<file path="config.mk">
export PLATFORM = sky130hd
export DESIGN_NAME = t03_mmio_router
export DESIGN_NICKNAME = d
export VERILOG_FILES = /design/src/rtl/t03_mmio_router.sv
export SDC_FILE = /design/constraint.sdc
export NUM_CORES = 1
export LEC_CHECK = 0
export CAP_MARGIN = 5
export CORE_AREA = 3 3 208 210
export CTS_CLUSTER_DIAMETER = 50
export DETAILED_ROUTE_END_ITERATION = 8
export DIE_AREA = 0 0 211 213
export PLACE_DENSITY = 0.84
export REMOVE_ABC_BUFFERS = 1
export SYNTH_ARGS = -nofsm -noshare
export SYNTH_HDL_FRONTEND = slang
export SYNTH_SLANG_ARGS = --single-unit
</file>
<file path="constraint.sdc">
create_clock -name clk -period 4.75 [get_ports clk]
set_input_delay 1.425 -clock clk [delete_from_list [all_inputs] [get_ports clk]]
set_output_delay 1.425 -clock clk [all_outputs]
set_load 0.05 [all_outputs]
</file>
<file path="src/rtl/t03_mmio_router.sv">
// t03_mmio_router: CPU memory-mapped I/O router. One CPU load/store at a time
// is decoded to the Wishbone bus, a local output register bank, latched
// read-only input channels or a status register, and completes with one ack.
//
// Handshake: cpu_wen/cpu_ren is a request the CPU holds until cpu_ack; cpu_ack
// is a one-cycle pulse with cpu_dout/cpu_err valid in that cycle; the request
// must drop (HOLD) before the next one is accepted. On Wishbone, CYC_O/STB_O
// stay high until ACK_I is sampled high or the wait counter expires.
module t03_mmio_router #(
    parameter int         DATA_W   = 32,
    parameter int         NUM_REGS = 8,
    parameter int         NUM_IN   = 2,
    parameter logic [7:0] WB_TOP   = 8'h33,
    parameter int         TIMEOUT  = 255
) (
    input  logic                       clk,
    input  logic                       n_rst,
    input  logic [31:0]                cpu_addr,
    input  logic [DATA_W-1:0]          cpu_din,
    input  logic                       cpu_wen,
    input  logic                       cpu_ren,
    output logic [DATA_W-1:0]          cpu_dout,
    output logic                       cpu_ack,
    output logic                       cpu_err,
    input  logic [NUM_IN*DATA_W-1:0]   in_data,
    input  logic [NUM_IN-1:0]          in_valid,
    output logic [NUM_REGS*DATA_W-1:0] reg_out,
    output logic [31:0]                ADR_O,
    output logic [31:0]                DAT_O,
    output logic [3:0]                 SEL_O,
    output logic                       WE_O,
    output logic                       STB_O,
    output logic                       CYC_O,
    input  logic [31:0]                DAT_I,
    input  logic                       ACK_I,
    output logic [2:0]                 state_dbg
);

    localparam int RIDX_W = $clog2(NUM_REGS);
    // Latched index field covers both the register index and the 5-bit channel index
    localparam int IDX_W  = (RIDX_W > 5) ? RIDX_W : 5;
    localparam int CNT_W  = $clog2(TIMEOUT + 1);
    localparam logic [CNT_W-1:0] CNT_LAST = CNT_W'(TIMEOUT - 1);
    localparam logic [5:0]       NUM_IN_L = 6'(NUM_IN);

    typedef enum logic [2:0] {IDLE, LOCAL, WB, RESP, HOLD} state_t;

    state_t            state;
    logic [7:0]        top_q;
    logic [IDX_W-1:0]  idx_q;
    logic [DATA_W-1:0] din_q;
    logic              wr_q;
    logic              both_q;
    logic [CNT_W-1:0]  wait_cnt;
    logic              err_bit;
    logic [DATA_W-1:0] regs_q   [NUM_REGS];
    logic [DATA_W-1:0] shadow_q [NUM_IN];
    logic [NUM_IN-1:0] fresh_q;

    logic              is_reg, is_ch, is_st, ch_ok, loc_err, chan_rd;
    logic [4:0]        ch_idx;
    logic [RIDX_W-1:0] ridx;
    logic [DATA_W-1:0] ch_word, status_word;

    assign SEL_O     = 4'hF;
    assign state_dbg = state;

    for (genvar g = 0; g < NUM_REGS; g++) begin : g_reg_out
        assign reg_out[g*DATA_W +: DATA_W] = regs_q[g];
    end

    // Decode of the latched request, used by the LOCAL access
    always_comb begin
        is_reg      = (top_q == 8'hF0);
        is_ch       = (top_q == 8'hF1);
        is_st       = (top_q == 8'hF2);
        ch_idx      = idx_q[4:0];
        ridx        = idx_q[RIDX_W-1:0];
        ch_ok       = ({1'b0, ch_idx} < NUM_IN_L);
        loc_err     = both_q | (is_ch & (wr_q | ~ch_ok)) | (is_st & wr_q) |
                      ~(is_reg | is_ch | is_st);
        chan_rd     = (state == LOCAL) & is_ch & ~loc_err;
        ch_word     = '0;
        for (int i = 0; i < NUM_IN; i++) begin
            if (ch_idx == 5'(i)) ch_word = shadow_q[i];
        end
        status_word = '0;
        status_word[NUM_IN-1:0] = fresh_q;
        status_word[31]         = err_bit;
    end

    // Request FSM with registered CPU and Wishbone outputs
    always_ff @(posedge clk or negedge n_rst) begin
        if (!n_rst) begin
            state    <= IDLE;
            top_q    <= '0;
            idx_q    <= '0;
            din_q    <= '0;
            wr_q     <= 1'b0;
            both_q   <= 1'b0;
            wait_cnt <= '0;
            err_bit  <= 1'b0;
            cpu_dout <= '0;
            cpu_ack  <= 1'b0;
            cpu_err  <= 1'b0;
            ADR_O    <= '0;
            DAT_O    <= '0;
            WE_O     <= 1'b0;
            STB_O    <= 1'b0;
            CYC_O    <= 1'b0;
            for (int i = 0; i < NUM_REGS; i++) regs_q[i] <= '0;
        end else begin
            case (state)
                IDLE: begin
                    if (cpu_wen || cpu_ren) begin
                        top_q  <= cpu_addr[31:24];
                        idx_q  <= cpu_addr[2 +: IDX_W];
                        din_q  <= cpu_din;
                        wr_q   <= cpu_wen;
                        both_q <= cpu_wen & cpu_ren;
                        // A simultaneous read+write never reaches the bus; LOCAL flags it
                        if (cpu_addr[31:24] == WB_TOP && !(cpu_wen && cpu_ren)) begin
                            state    <= WB;
                            CYC_O    <= 1'b1;
                            STB_O    <= 1'b1;
                            WE_O     <= cpu_wen;
                            ADR_O    <= {WB_TOP, cpu_addr[23:0]};
                            DAT_O    <= 32'(cpu_din);
                            wait_cnt <= '0;
                        end else begin
                            state <= LOCAL;
                        end
                    end
                end
                LOCAL: begin
                    state    <= RESP;
                    cpu_ack  <= 1'b1;
                    cpu_err  <= loc_err;
                    cpu_dout <= '0;
                    if (loc_err) begin
                        err_bit <= 1'b1;
                    end else if (is_reg) begin
                        if (wr_q) regs_q[ridx] <= din_q;
                        else      cpu_dout     <= regs_q[ridx];
                    end else if (is_ch) begin
                        cpu_dout <= ch_word;
                    end else if (is_st) begin
                        cpu_dout <= status_word;
                        err_bit  <= 1'b0;
                    end
                end
                WB: begin
                    // ACK_I is checked first so an ack on the last wait cycle wins
                    if (ACK_I) begin
                        state    <= RESP;
                        CYC_O    <= 1'b0;
                        STB_O    <= 1'b0;
                        WE_O     <= 1'b0;
                        cpu_ack  <= 1'b1;
                        cpu_err  <= 1'b0;
                        cpu_dout <= wr_q ? '0 : DATA_W'(DAT_I);
                    end else if (wait_cnt == CNT_LAST) begin
                        state    <= RESP;
                        CYC_O    <= 1'b0;
                        STB_O    <= 1'b0;
                        WE_O     <= 1'b0;
                        cpu_ack  <= 1'b1;
                        cpu_err  <= 1'b1;
                        cpu_dout <= '0;
                        err_bit  <= 1'b1;
                    end else begin
                        wait_cnt <= wait_cnt + CNT_W'(1);
                    end
                end
                RESP: begin
                    state    <= HOLD;
                    cpu_ack  <= 1'b0;
                    cpu_err  <= 1'b0;
                    cpu_dout <= '0;
                end
                HOLD: begin
                    if (!cpu_wen && !cpu_ren) state <= IDLE;
                end
                default: state <= IDLE;
            endcase
        end
    end

    // Channel capture; a capture in the same cycle as a CPU read keeps fresh set
    always_ff @(posedge clk or negedge n_rst) begin
        if (!n_rst) begin
            fresh_q <= '0;
            for (int i = 0; i < NUM_IN; i++) shadow_q[i] <= '0;
        end else begin
            for (int i = 0; i < NUM_IN; i++) begin
                if (chan_rd && ch_idx == 5'(i)) fresh_q[i] <= 1'b0;
                if (in_valid[i]) begin
                    shadow_q[i] <= in_data[i*DATA_W +: DATA_W];
                    fresh_q[i]  <= 1'b1;
                end
            end
        end
    end

endmodule
</file>
### After elaboration in Yosys (flattened, before gate mapping)

Cells that the tools add are included.

| operators by class | value |
|---|---|
| add/subtract/negate cells | 1 |
| magnitude comparators | 3 |
| eq/ne operators | 20 |
| mux-type cells | 51 |
| bitwise logic cells | 15 |
| reductions and logical operators | 25 |

Operators by type and width:

| kind | count |
|---|---|
| $mux 32 | 13 |
| $bwmux 256 | 1 |
| $bmux 32 s3 | 1 |
| $demux 32 s3 | 1 |
| $pmux 32 s3 | 1 |
| $eq 8x8->1 const B | 4 |
| $mux 8 | 4 |
| $mux 1 | 18 |
| $pmux 8 s2 | 1 |
| $pmux 3 s5 | 1 |
| $mux 3 | 4 |
| $ne 2x2->1 const B | 6 |
| $ne 3x3->1 const B | 4 |
| $add 8x1->8 const B | 1 |
| $eq 8x6->1 const B | 1 |
| $reduce_and 4->1 | 2 |
| $reduce_bool 2->1 | 4 |
| $eq 3x2->1 const B | 2 |
| $logic_and 1x1->1 | 6 |
| $or 1x1->1 | 6 |
| $pmux 1 s2 | 3 |
| $pmux 1 s3 | 2 |
| $reduce_and 3->1 | 2 |
| $reduce_and 6->1 | 1 |
| 17 further kinds | 26 |

| word-level totals | value |
|---|---|
| register bits | 474 |
| output and inout port bits | 364 |
| word-level logic and storage cells | 142 |

### Logic depth before layout (Yosys ltp)

Gate-level depths: netlist (run 1).

| depth | value |
|---|---|
| depth after elaboration | 12 |
| gate-level depth with buffers | 9 |
| gate-level depth less buffers | 7 |

### Least setup slack after synthesis (run 1)

Ideal clock, no wire load.

| path | value |
|---|---|
| path type | in2reg |
| start | input port cpu_addr[27] |
| end | register ADR_O[10] |
| library setup time | 125 ps |
| data arrival time | 3053 ps |
| path slack | 1572 ps |
| cell stages on the path | 6 |
| buffers on the path | 2 |
| cells stage by stage | or4bb_1 > nor3b_1 > and2_1 > buf_2 > buf_4 > mux2_2 |

| between the ends | value |
|---|---|
| word-level cells in the longest chain between the ends | 3 |

RTL lines:

| item | RTL line | RTL |
|---|---|---|
| start: declaration | 18 | `input logic [31:0] cpu_addr,` |
| $eq 8x6->1 | 122 | `if (cpu_addr[31:24] == WB_TOP && !(cpu_wen && cpu_ren)) begin` |
| $logic_and 1x1->1 | 122 |  |
| $reduce_and 3->1 (no source line) | - |  |
| end signal: assignment | 127 | `ADR_O <= {WB_TOP, cpu_addr[23:0]};` |
| end: declaration | 28 | `output logic [31:0] ADR_O,` |

No other way between the ends.
A chain may end at the register's enable or synchronous reset.

### Final worst setup path (run 1)

| path | value |
|---|---|
| start | register state[1] (netlist: state_dbg[1]) |
| end | output port state_dbg[1] |

RTL lines:

| item | RTL line | RTL |
|---|---|---|
| start: declaration | 48 | `state_t state;` |
| start signal: assignment | 95 | `state <= IDLE;` |
| start signal: assignment | 123 | `state <= WB;` |
| start signal: assignment | 131 | `state <= LOCAL;` |
| end: declaration | 36 | `output logic [2:0] state_dbg` |

No word-level cell between the ends.

==> out/results.ini, run 1 <==
[status]
status=finished clean

[setup_path]
critPathCaptureType=output port
slowest_delay_ns=0.94
crit_chain=clkdlybuf4s50_1
critical_path_peak_fanout=29
crit_slowest_cell=clkdlybuf4s50_1
critPathRequiredTime_ns=3.32
path_buf_inv=1
setup.worst_path.start_class=flip-flop
critPathKind=flip-flop to output port
r2r_slack_ns=1.30
crit_family=buffers and inverters
worstPathArrival_ns=2.38

[yosys]
yosys.cell_types.count=75
synth-main-ff-cell=dfrtp_1
yosys_warnings=0
syn-cell-area_um2=21120
synth_cells=1650
ys_ff_latch=474
avgSynthCellArea_um2=12.80
synthArstFlopShare=1.000
ys_top_cells_by_area=dfrtp_1 (56%), mux2_2 (22%), nand2_1 (3.0%)
synth_edf_count=0
yosysSeqAreaShare=0.5615
yosysTopAreaCellShare=0.5615
yosysTopAreaCell=dfrtp_1

[sta]
whs_ns=0.4693
slew_violations=0
final-setup-viol-count=0
clock_skew_ns=0.01995
fin_crit_ns=3.809
min_period_over_period=0.8019
rsz0062_at_grt=no
finalHoldViolCount=0
fmax_ghz=0.2625
relSlewSlack=0.1346
worst_pin_slew_ns=1.265

[worst_hold_path]
hold_class=flip-flop to flip-flop

[clock_tree]
insertion_delay_ns=0.59
clock_sinks=474
cts_hold_buf=0
cts_buffers=52
cts_root_buf=clkbuf_16
cts_setup_buffers=0
cts_tree=built
htreeDepth=2
clock_path_buffers=3
path_clk_slew_ns=0.06
post_cts_resized=0

[detailed_routing]
drc=0
drt_iter0_drc=1542
first_pass_iters=7
vias=16820
wl_um=75790
ant_nets=0
post_drt_via_cell_ratio=6.178
post_drt_wl_per_cell_um=27.83

[global_routing]
antenna_found_initial=6
grt_max_degree=123
grt_pass1_vias=17430
grt_pass1_wl_um=110600
grtUsageTotal=0.3296
gr-total-overflow=0

[finish]
instances_no_fill=2723
seqCellArea_um2=11870
utilization=0.6853
num-nets-final=2313
nFillCells=2824
post-route-cell-area_um2=28620
area_growth_pct=35.48
drive_gt1_frac=0.2648
multi_input_area_um2=8696

[floorplanning]
core_area_um2=41760
rows=75
die_width_um=211
die_y_um=213
start_util=0.5058
dieArea_um2=44940
io-pin-count=531

[pwr]
ir_drop_mv=0.3004
p_per_area_nw_per_um2=465.5
leakage_nw=12.94

[placement]
dp_cells=2629
place_congestion=0.9040
dp.final_hpwl_um=51160
place_area_um2=26880
portBuffers=522

[job]
max_cap_viol_count=0

layer usage:
layer	wire, um	part of all wire	vias up	global-route usage
li1	-	-	7032	-
met1	29190	0.39	8648	0.4133
met2	35660	0.47	887	0.5273
met3	6800	0.090	249	0.09359
met4	4104	0.054	6	0.1679
met5	34	0.00045	-	0
cells in the mapped netlist (5+ instances only):
library cell  count
o211ai_1         13
and2_1            5
and3_1            8
a221o_1          28
clkbuf_1         52
a221oi_1         33
inv_1             8
a211o_1           5
a211oi_1          8
o311ai_0          5
mux2_2          408
buf_1             9
o22ai_1           8
o21ai_0          42
nand2_1         170
a21oi_1          62
nand3_1          21
nor2_1           43
nor2b_1          11
nor3b_1           5
buf_4            27
dfrtp_1         474
mux2_1            8
mux4_2            7
mux2i_1          26
a22oi_1          30
buf_2            40
per-stage QoR:
step | total power (W) | worst slack, ns | setup TNS (ns)
finish | 0.01332 | 0.9409 | 0
global route | 0.01381 | 0.8488 | 0
CTS | 0.01331 | 0.9368 | 0
detailed placement | 0.009206 | 0.7199 | 0
global placement | 0.009076 | 0.7575 | 0
floorplan | 0.007317 | -0.3908 | -22.06
report_power, final:
group          leakage (nW)  switching [W]  internal (W)
Combinational          5.76        0.00262       0.00130
Clock                 0.866        0.00168       0.00242
Sequential             6.31       0.000809       0.00450
placed cells by master (no fill, tap or decap), drive strengths merged, types with 33 or more instances in the layout:
master / n
a21oi: 62
a221oi: 33
buf: 44
clkbuf: 74
clkdlybuf4s50: 519
dfrtp: 474
mux2: 416
nand2: 170
nor2: 47
o21ai: 45
state kept, by name (all words and copies together) (netlist names), 2 cells and up:
signal / cells
ch_idx: 5
cpu_dout: 32
reg_out: 256
wait_cnt: 8
shadow_q: 64
fresh_q: 2
DAT_O: 32
ADR_O: 25
top_q: 8
state_dbg: 3
din_q: 32
tightest hold or removal path, stage by stage (launching register included):
cell	delay, ns
dfrtp_1	0.34
nand2_1	0.05
nand2_1	0.05
cells by family after synthesis:
logic type,after synthesis,share of synthesized area
adders and majority gates,2,0.001185
muxes,449,0.2416
buffers and inverters,138,0.03205
and+or+nand+nor,306,0.06936
other,2,0.0003555
DFF,474,0.5615
AOI/OAI and AO/OA,279,0.09395
final timing paths:
path	startpoint	endpoint	cells after the start
worst max-delay path	state_dbg[1]	state_dbg[1]	1
worst min-delay path	top_q[5]	top_q[5]	2
worst max register to register	state_dbg[1]	reg_out[107]	6
worst min register to register	top_q[5]	top_q[5]	2
max in group asynchronous	n_rst	DAT_O[28]	2
min in group asynchronous	n_rst	DAT_O[30]	1
area by class of cell:
type / count / area share
Tap cell: 539 / 0.02357
Multi-Input combinational cell: 1044 / 0.3039
Clock buffer: 74 / 0.05365
Sequential cell: 474 / 0.4149
Inverter: 9 / 0.001180
Clock inverter: 19 / 0.006995
Timing Repair Buffer: 563 / 0.1958
Antenna cell: 1 / 0.00008744
No activity file was read; power rests on OpenSTA's default activity.
==> run 2: changes to the inputs <==
--- a/config.mk
+++ b/config.mk
@@ -6,11 +6,11 @@
 export NUM_CORES = 1
 export LEC_CHECK = 0
 export CAP_MARGIN = 5
-export CORE_AREA = 3 3 208 210
+export CORE_MARGIN = 3
+export CORE_UTILIZATION = 45
 export CTS_CLUSTER_DIAMETER = 50
 export DETAILED_ROUTE_END_ITERATION = 8
-export DIE_AREA = 0 0 211 213
-export PLACE_DENSITY = 0.84
+export PLACE_DENSITY = 0.79
 export REMOVE_ABC_BUFFERS = 1
 export SYNTH_ARGS = -nofsm -noshare
 export SYNTH_HDL_FRONTEND = slang
==> constraint.sdc (replaced) <==
create_clock -name clk -period 3.3 [get_ports clk]
set_input_delay 0.99 -clock clk [delete_from_list [all_inputs] [get_ports clk]]
set_output_delay 0.99 -clock clk [all_outputs]
set_load 0.05 [all_outputs]
==> run 2 against run 1 <==
Core utilization down 5.4 points; count of clock-buffer cells in the layout up 5; power up 44%; sequential share of layout area down 0.48 points; non-clock buffer count up 32; global-route usage down 2.5 points; clock power up 39%; first-iteration DRC count down 18%.
==> out/results.ini, run 2 (synthesis gave the netlist of run 1 again) <==
[status]
status=finished clean

[detailed_routing]
post_drt_wl_per_cell_um=27.65  ; -0.64%
wl_um=77820  ; +2.7%
drc=0  ; unchanged
vias=16760  ; -0.36%
post_drt_via_cell_ratio=5.956  ; -3.6%
first_pass_iters=5  ; -2
drt_iter0_drc=1265  ; -18%
ant_nets=0  ; unchanged

[finish]
num-nets-final=2344  ; +1.3%
antenna_cells=0  ; -1
instances_no_fill=2814  ; +3.3%
largest_reg_flops=256  ; unchanged
area_growth_pct=37.07
final_common_cell=clkdlybuf4s50_1
drive_gt1_frac=0.2737  ; +0.008939
layout_common_cells=clkdlybuf4s50_1 (519), dfrtp_1 (471), mux2_2 (408)

[clock_tree]
insertion_delay_ns=0.60  ; about the same
clock_path_buffers=3  ; unchanged
cts_tree=built
post_cts_resized=0  ; unchanged
cts_buffers=51  ; -1.9%
cts_root_buf=clkbuf_16
cts_hold_buf=0  ; unchanged
htreeDepth=2  ; unchanged
path_clk_slew_ns=0.06  ; about the same
clock_sinks=474  ; unchanged
cts_setup_buffers=0  ; unchanged

[sta]
slew_violations=0  ; unchanged
rsz0062_at_grt=no
worst_pin_slew_ns=1.061  ; -0.2043 ns
finalSetupTns_ns=0  ; unchanged
finalHoldViolCount=0  ; unchanged
clock_skew_ns=0.01938  ; -0.0005686 ns
whs_ns=0.3703  ; -0.09900 ns
min_period_over_period=0.9344
fin_crit_ns=3.084
final-setup-viol-count=0  ; unchanged
fmax_ghz=0.3243
relSlewSlack=0.2899  ; +0.1553

[global_routing]
grt_max_degree=75  ; -39%
grt_pass1_wl_um=113900  ; +3.0%
antenna_found_initial=2  ; -4
grtUsageTotal=0.3042  ; -0.02544
gr-total-overflow=0  ; unchanged
grt_pass1_vias=17570  ; +0.84%

[placement]
portBuffers=522  ; unchanged
dp.final_hpwl_um=53950  ; +5.5%
place_congestion=0.8742  ; -3.3%
dp_cells=2722  ; +3.5%

[floorplanning]
die_y_um=222.7  ; +4.5%
rows=78  ; +4.0%
dieArea_um2=49580  ; +10%
io-pin-count=531  ; unchanged
start_util=0.4605  ; -0.04533
die_width_um=222.7  ; +5.5%
core_area_um2=45870  ; +9.8%

[setup_path]
critPathRequiredTime_ns=2.31  ; -1.01 ns
worstPathArrival_ns=2.09  ; -0.29 ns
critPathKind=flip-flop to output port
critical_path_peak_fanout=28  ; -3.4%
critPathCaptureType=output port
setup.worst_path.start_class=flip-flop

[pwr]
p_per_area_nw_per_um2=664.4  ; +43%
leakage_nw=13.09  ; +1.2%
ir_drop_mv=0.5960  ; +98%

[job]
max_cap_viol_count=0  ; unchanged

[worst_hold_path]
hold_class=primary input to asynchronous set/reset pin

## run 2: path summary, 6_finish.rpt
check | start | to | slack [ns] | cells after the start
max | state_dbg[1] | state_dbg[1] | 0.22 | 2
min | n_rst | shadow_q[38] | 0.37 | 1
max reg2reg | ch_idx[0] | cpu_dout[17] | 0.57 | 7
min reg2reg | top_q[4] | top_q[4] | 0.47 | 2
max in group asynchronous | n_rst | reg_out[251] | 2.02 | 2
min in group clk | top_q[4] | top_q[4] | 0.47 | 2
## run 2: per-stage QoR
step | power [W] | instance area (um^2) | util | setup WS [ns]
after floorplan | 0.01053 | 20500 | - | -1.542
after global placement | 0.01333 | 27270 | 0.5945 | 0.05029
after detailed placement | 0.01352 | 27270 | 0.5945 | 0.01031
after CTS | 0.01923 | 28950 | 0.6312 | 0.1915
after global routing | 0.02000 | 28950 | 0.6312 | 0.1581
final | 0.01924 | 28950 | 0.6312 | 0.2165
## run 2: layout make-up
cell class              instances  area (um^2)
clock buffers                  79         1563
flip-flops and latches        474        11870
multi-input cells            1044         8696
fillers                      3496        16920
repair buffers                595         5918
clock inverters                13        118.9
well taps                     600        750.7
inverters                       9        33.78
## run 2: power breakdown
group	internal, W	leakage, nW	switching (W)
sequential	0.00648	6.31	0.00101
combinational	0.00207	5.95	0.00397
clock	0.00333	0.831	0.00237
## run 2: critical path, stage by stage, from the launching register on
cell	delay, ns
dfrtp_1	0.36
buf_4	0.28
clkdlybuf4s50_1	0.86
## run 2: routing by layer
| layer | vias up | wire length, um | global-route usage |
|---|---|---|---|
| met5 | - | 27 | 0 |
| met4 | 4 | 3111 | 0.1163 |
| met3 | 171 | 6489 | 0.08680 |
| met2 | 792 | 37350 | 0.4961 |
| met1 | 8712 | 30840 | 0.3861 |
| li1 | 7082 | - | - |
==> run 3: changes to the inputs <==
--- a/config.mk
+++ b/config.mk
@@ -7,10 +7,11 @@
 export LEC_CHECK = 0
 export CAP_MARGIN = 5
 export CORE_MARGIN = 3
-export CORE_UTILIZATION = 45
+export CORE_UTILIZATION = 46
+export CTS_BUF_LIST = sky130_fd_sc_hd__clkbuf_4 sky130_fd_sc_hd__clkbuf_8
 export CTS_CLUSTER_DIAMETER = 50
 export DETAILED_ROUTE_END_ITERATION = 8
-export PLACE_DENSITY = 0.79
+export PLACE_DENSITY = 0.88
 export REMOVE_ABC_BUFFERS = 1
 export SYNTH_ARGS = -nofsm -noshare
 export SYNTH_HDL_FRONTEND = slang
==> run 3 against run 2 <==
Sequential power barely moved; combinational power increased by 1%; die area shrank 2.1%; worst setup slack lost 0.048 ns; hold slack worse by 0.083 ns; wire length up 3.1%; power rose by 0.34%; highest routed layer unchanged.
==> out/results.ini, run 3 (synthesis gave the netlist of run 1 again) <==
[clock_tree]
cts_root_buf=clkbuf_8
insertion_delay_ns=0.67  ; +0.07 ns
path_clk_slew_ns=0.06  ; about the same
cts_tree=built
cts_setup_buffers=0  ; unchanged
clock_path_buffers=3  ; unchanged
htreeDepth=3  ; +1
post_cts_resized=0  ; unchanged
clock_sinks=474  ; unchanged
cts_hold_buf=0  ; unchanged
cts_buffers=80  ; +57%

[floorplanning]
rows=77  ; -1.3%
start_util=0.4715  ; +0.01100
dieArea_um2=48530  ; -2.1%
io-pin-count=531  ; unchanged
core_area_um2=44800  ; -2.3%
die_y_um=220.3  ; -1.1%
die_width_um=220.3  ; -1.1%

[finish]
num-nets-final=2376  ; +1.4%
utilization=0.6482  ; +0.01700
nFillCells=3151  ; -9.9%
final_common_cell=clkdlybuf4s50_1
layout_common_cells=clkdlybuf4s50_1 (519), dfrtp_1 (471), mux2_2 (408)
instances_no_fill=2858  ; +1.6%
area_growth_pct=37.48
largest_reg_flops=256  ; unchanged
post-route-cell-area_um2=29040  ; +0.30%
drive_gt1_frac=0.2943  ; +0.02059

[sta]
fin_crit_ns=3.131  ; +0.04761 ns
finalSetupTns_ns=0  ; unchanged
rsz0062_at_grt=no
slew_violations=0  ; unchanged
fmax_ghz=0.3194  ; -1.5%
finalHoldViolCount=0  ; unchanged
relSlewSlack=0.3072  ; +0.01732
clock_skew_ns=0.02183  ; +0.002447 ns
worst_pin_slew_ns=1.037  ; -0.02458 ns
min_period_over_period=0.9488  ; +0.01443
final-setup-viol-count=0  ; unchanged

[setup_path]
critical_path_peak_fanout=28  ; unchanged
crit_family=buffers and inverters
crit_chain=buf_4 -> clkdlybuf4s50_1
worstPathArrival_ns=2.14  ; +0.05 ns
r2r_end=cpu_dout[14]
critPathRequiredTime_ns=2.31  ; about the same
reg2regPathDepth=6  ; -1
crit_start=state_dbg[1]
slowest_delay_ns=0.86  ; about the same
r2r-start=ch_idx[0]
cp-endpoint=state_dbg[1]
r2r_slack_ns=0.44  ; -0.13 ns
path_buf_inv=2  ; unchanged
critPathCaptureType=output port
crit_cells=2  ; unchanged
critPathKind=flip-flop to output port
crit_slowest_cell=clkdlybuf4s50_1
setup.worst_path.start_class=flip-flop

[placement]
place_area_um2=27320  ; +0.18%
dp.final_hpwl_um=54730  ; +1.4%
dp_cells=2717  ; -0.18%
portBuffers=522  ; unchanged
place_congestion=0.8561  ; -2.1%

[detailed_routing]
drc=0  ; unchanged
post_drt_via_cell_ratio=6.072  ; +1.9%
ant_nets=0  ; unchanged
drt_iter0_drc=1690  ; +34%
wl_um=80200  ; +3.1%
post_drt_wl_per_cell_um=28.06  ; +1.5%
vias=17350  ; +3.5%
first_pass_iters=7  ; +2

[global_routing]
grtUsageTotal=0.3241  ; +0.01988
grt_max_degree=66  ; -12%
grt_pass1_wl_um=115900  ; +1.8%
antenna_found_initial=5  ; +3
gr-total-overflow=0  ; unchanged
grt_pass1_vias=18220  ; +3.7%

[status]
status=finished clean

[worst_hold_path]
hold_class=primary input to asynchronous set/reset pin

[pwr]
leakage_nw=13.18  ; +0.71%
power.total_w=0.01930  ; +0.34%
p_per_area_nw_per_um2=664.7  ; about the same
ir_drop_mv=0.4281  ; -28%

[job]
max_cap_viol_count=0  ; unchanged

-- run 3: cell types whose count changed in the layout (fill, tap and decap cells not counted), sizes merged, moves of 2 or more --
cell      before  now
clkbuf        79  127
clkinv         9    5
buf           76   79
clkinvlp       1    4
diode          0    3
inv           11    9
-- run 3: routing by layer --
layer	wire length, um	part of all wire	vias up	GRT usage
li1	-	-	7157	-
met1	29460	0.37	8826	0.3931
met2	38390	0.48	1083	0.5262
met3	7808	0.097	286	0.08583
met4	4537	0.057	2	0.1846
met5	12	0.00015	-	0
-- run 3: power by group --
group / internal (W) / total (W) / switching [W]
registers: 0.00648 / 0.00751 / 0.00103
logic: 0.00210 / 0.00613 / 0.00404
clock network: 0.00320 / 0.00566 / 0.00245
-- run 3: worst min path at each step --
stage                         to  slack [ns]  depth (start not counted)
global route         reg_out[66]        0.27                          1
global placement        top_q[5]        0.46                          2
detailed placement      top_q[4]        0.46                          2
finish              cpu_dout[10]        0.29                          1
floorplan               top_q[5]        0.44                          2
CTS                 cpu_dout[10]        0.24                          1
-- run 3: worst reg2reg max path: stages (launching register included) --
cell      delay [ns]
dfrtp_4         0.68
buf_4           0.35
buf_4           0.27
mux2_2          0.36
a221oi_1        0.77
a211o_1         0.26
a21oi_1         0.06
-- run 3: area by class of cell --
class	count	area, um^2	area share
Clock inverter	11	118.9	0.004093
Antenna cell	3	7.507	0.0002585
Sequential cell	474	11870	0.4088
Inverter	9	33.78	0.001163
Multi-Input combinational cell	1044	8696	0.2995
Clock buffer	127	1592	0.05481
Tap cell	592	740.7	0.02551
Timing Repair Buffer	598	5978	0.2059
-- run 3: through the flow --
step           setup slack (ns)  hold slack [ns]
4_1_cts                  0.1287           0.2399
6_report                 0.1689           0.2869
5_1_grt                  0.1007           0.2741
3_5_place_dp            0.02736           0.4627
2_1_floorplan            -1.542           0.4374
3_3_place_gp            0.05891           0.4559
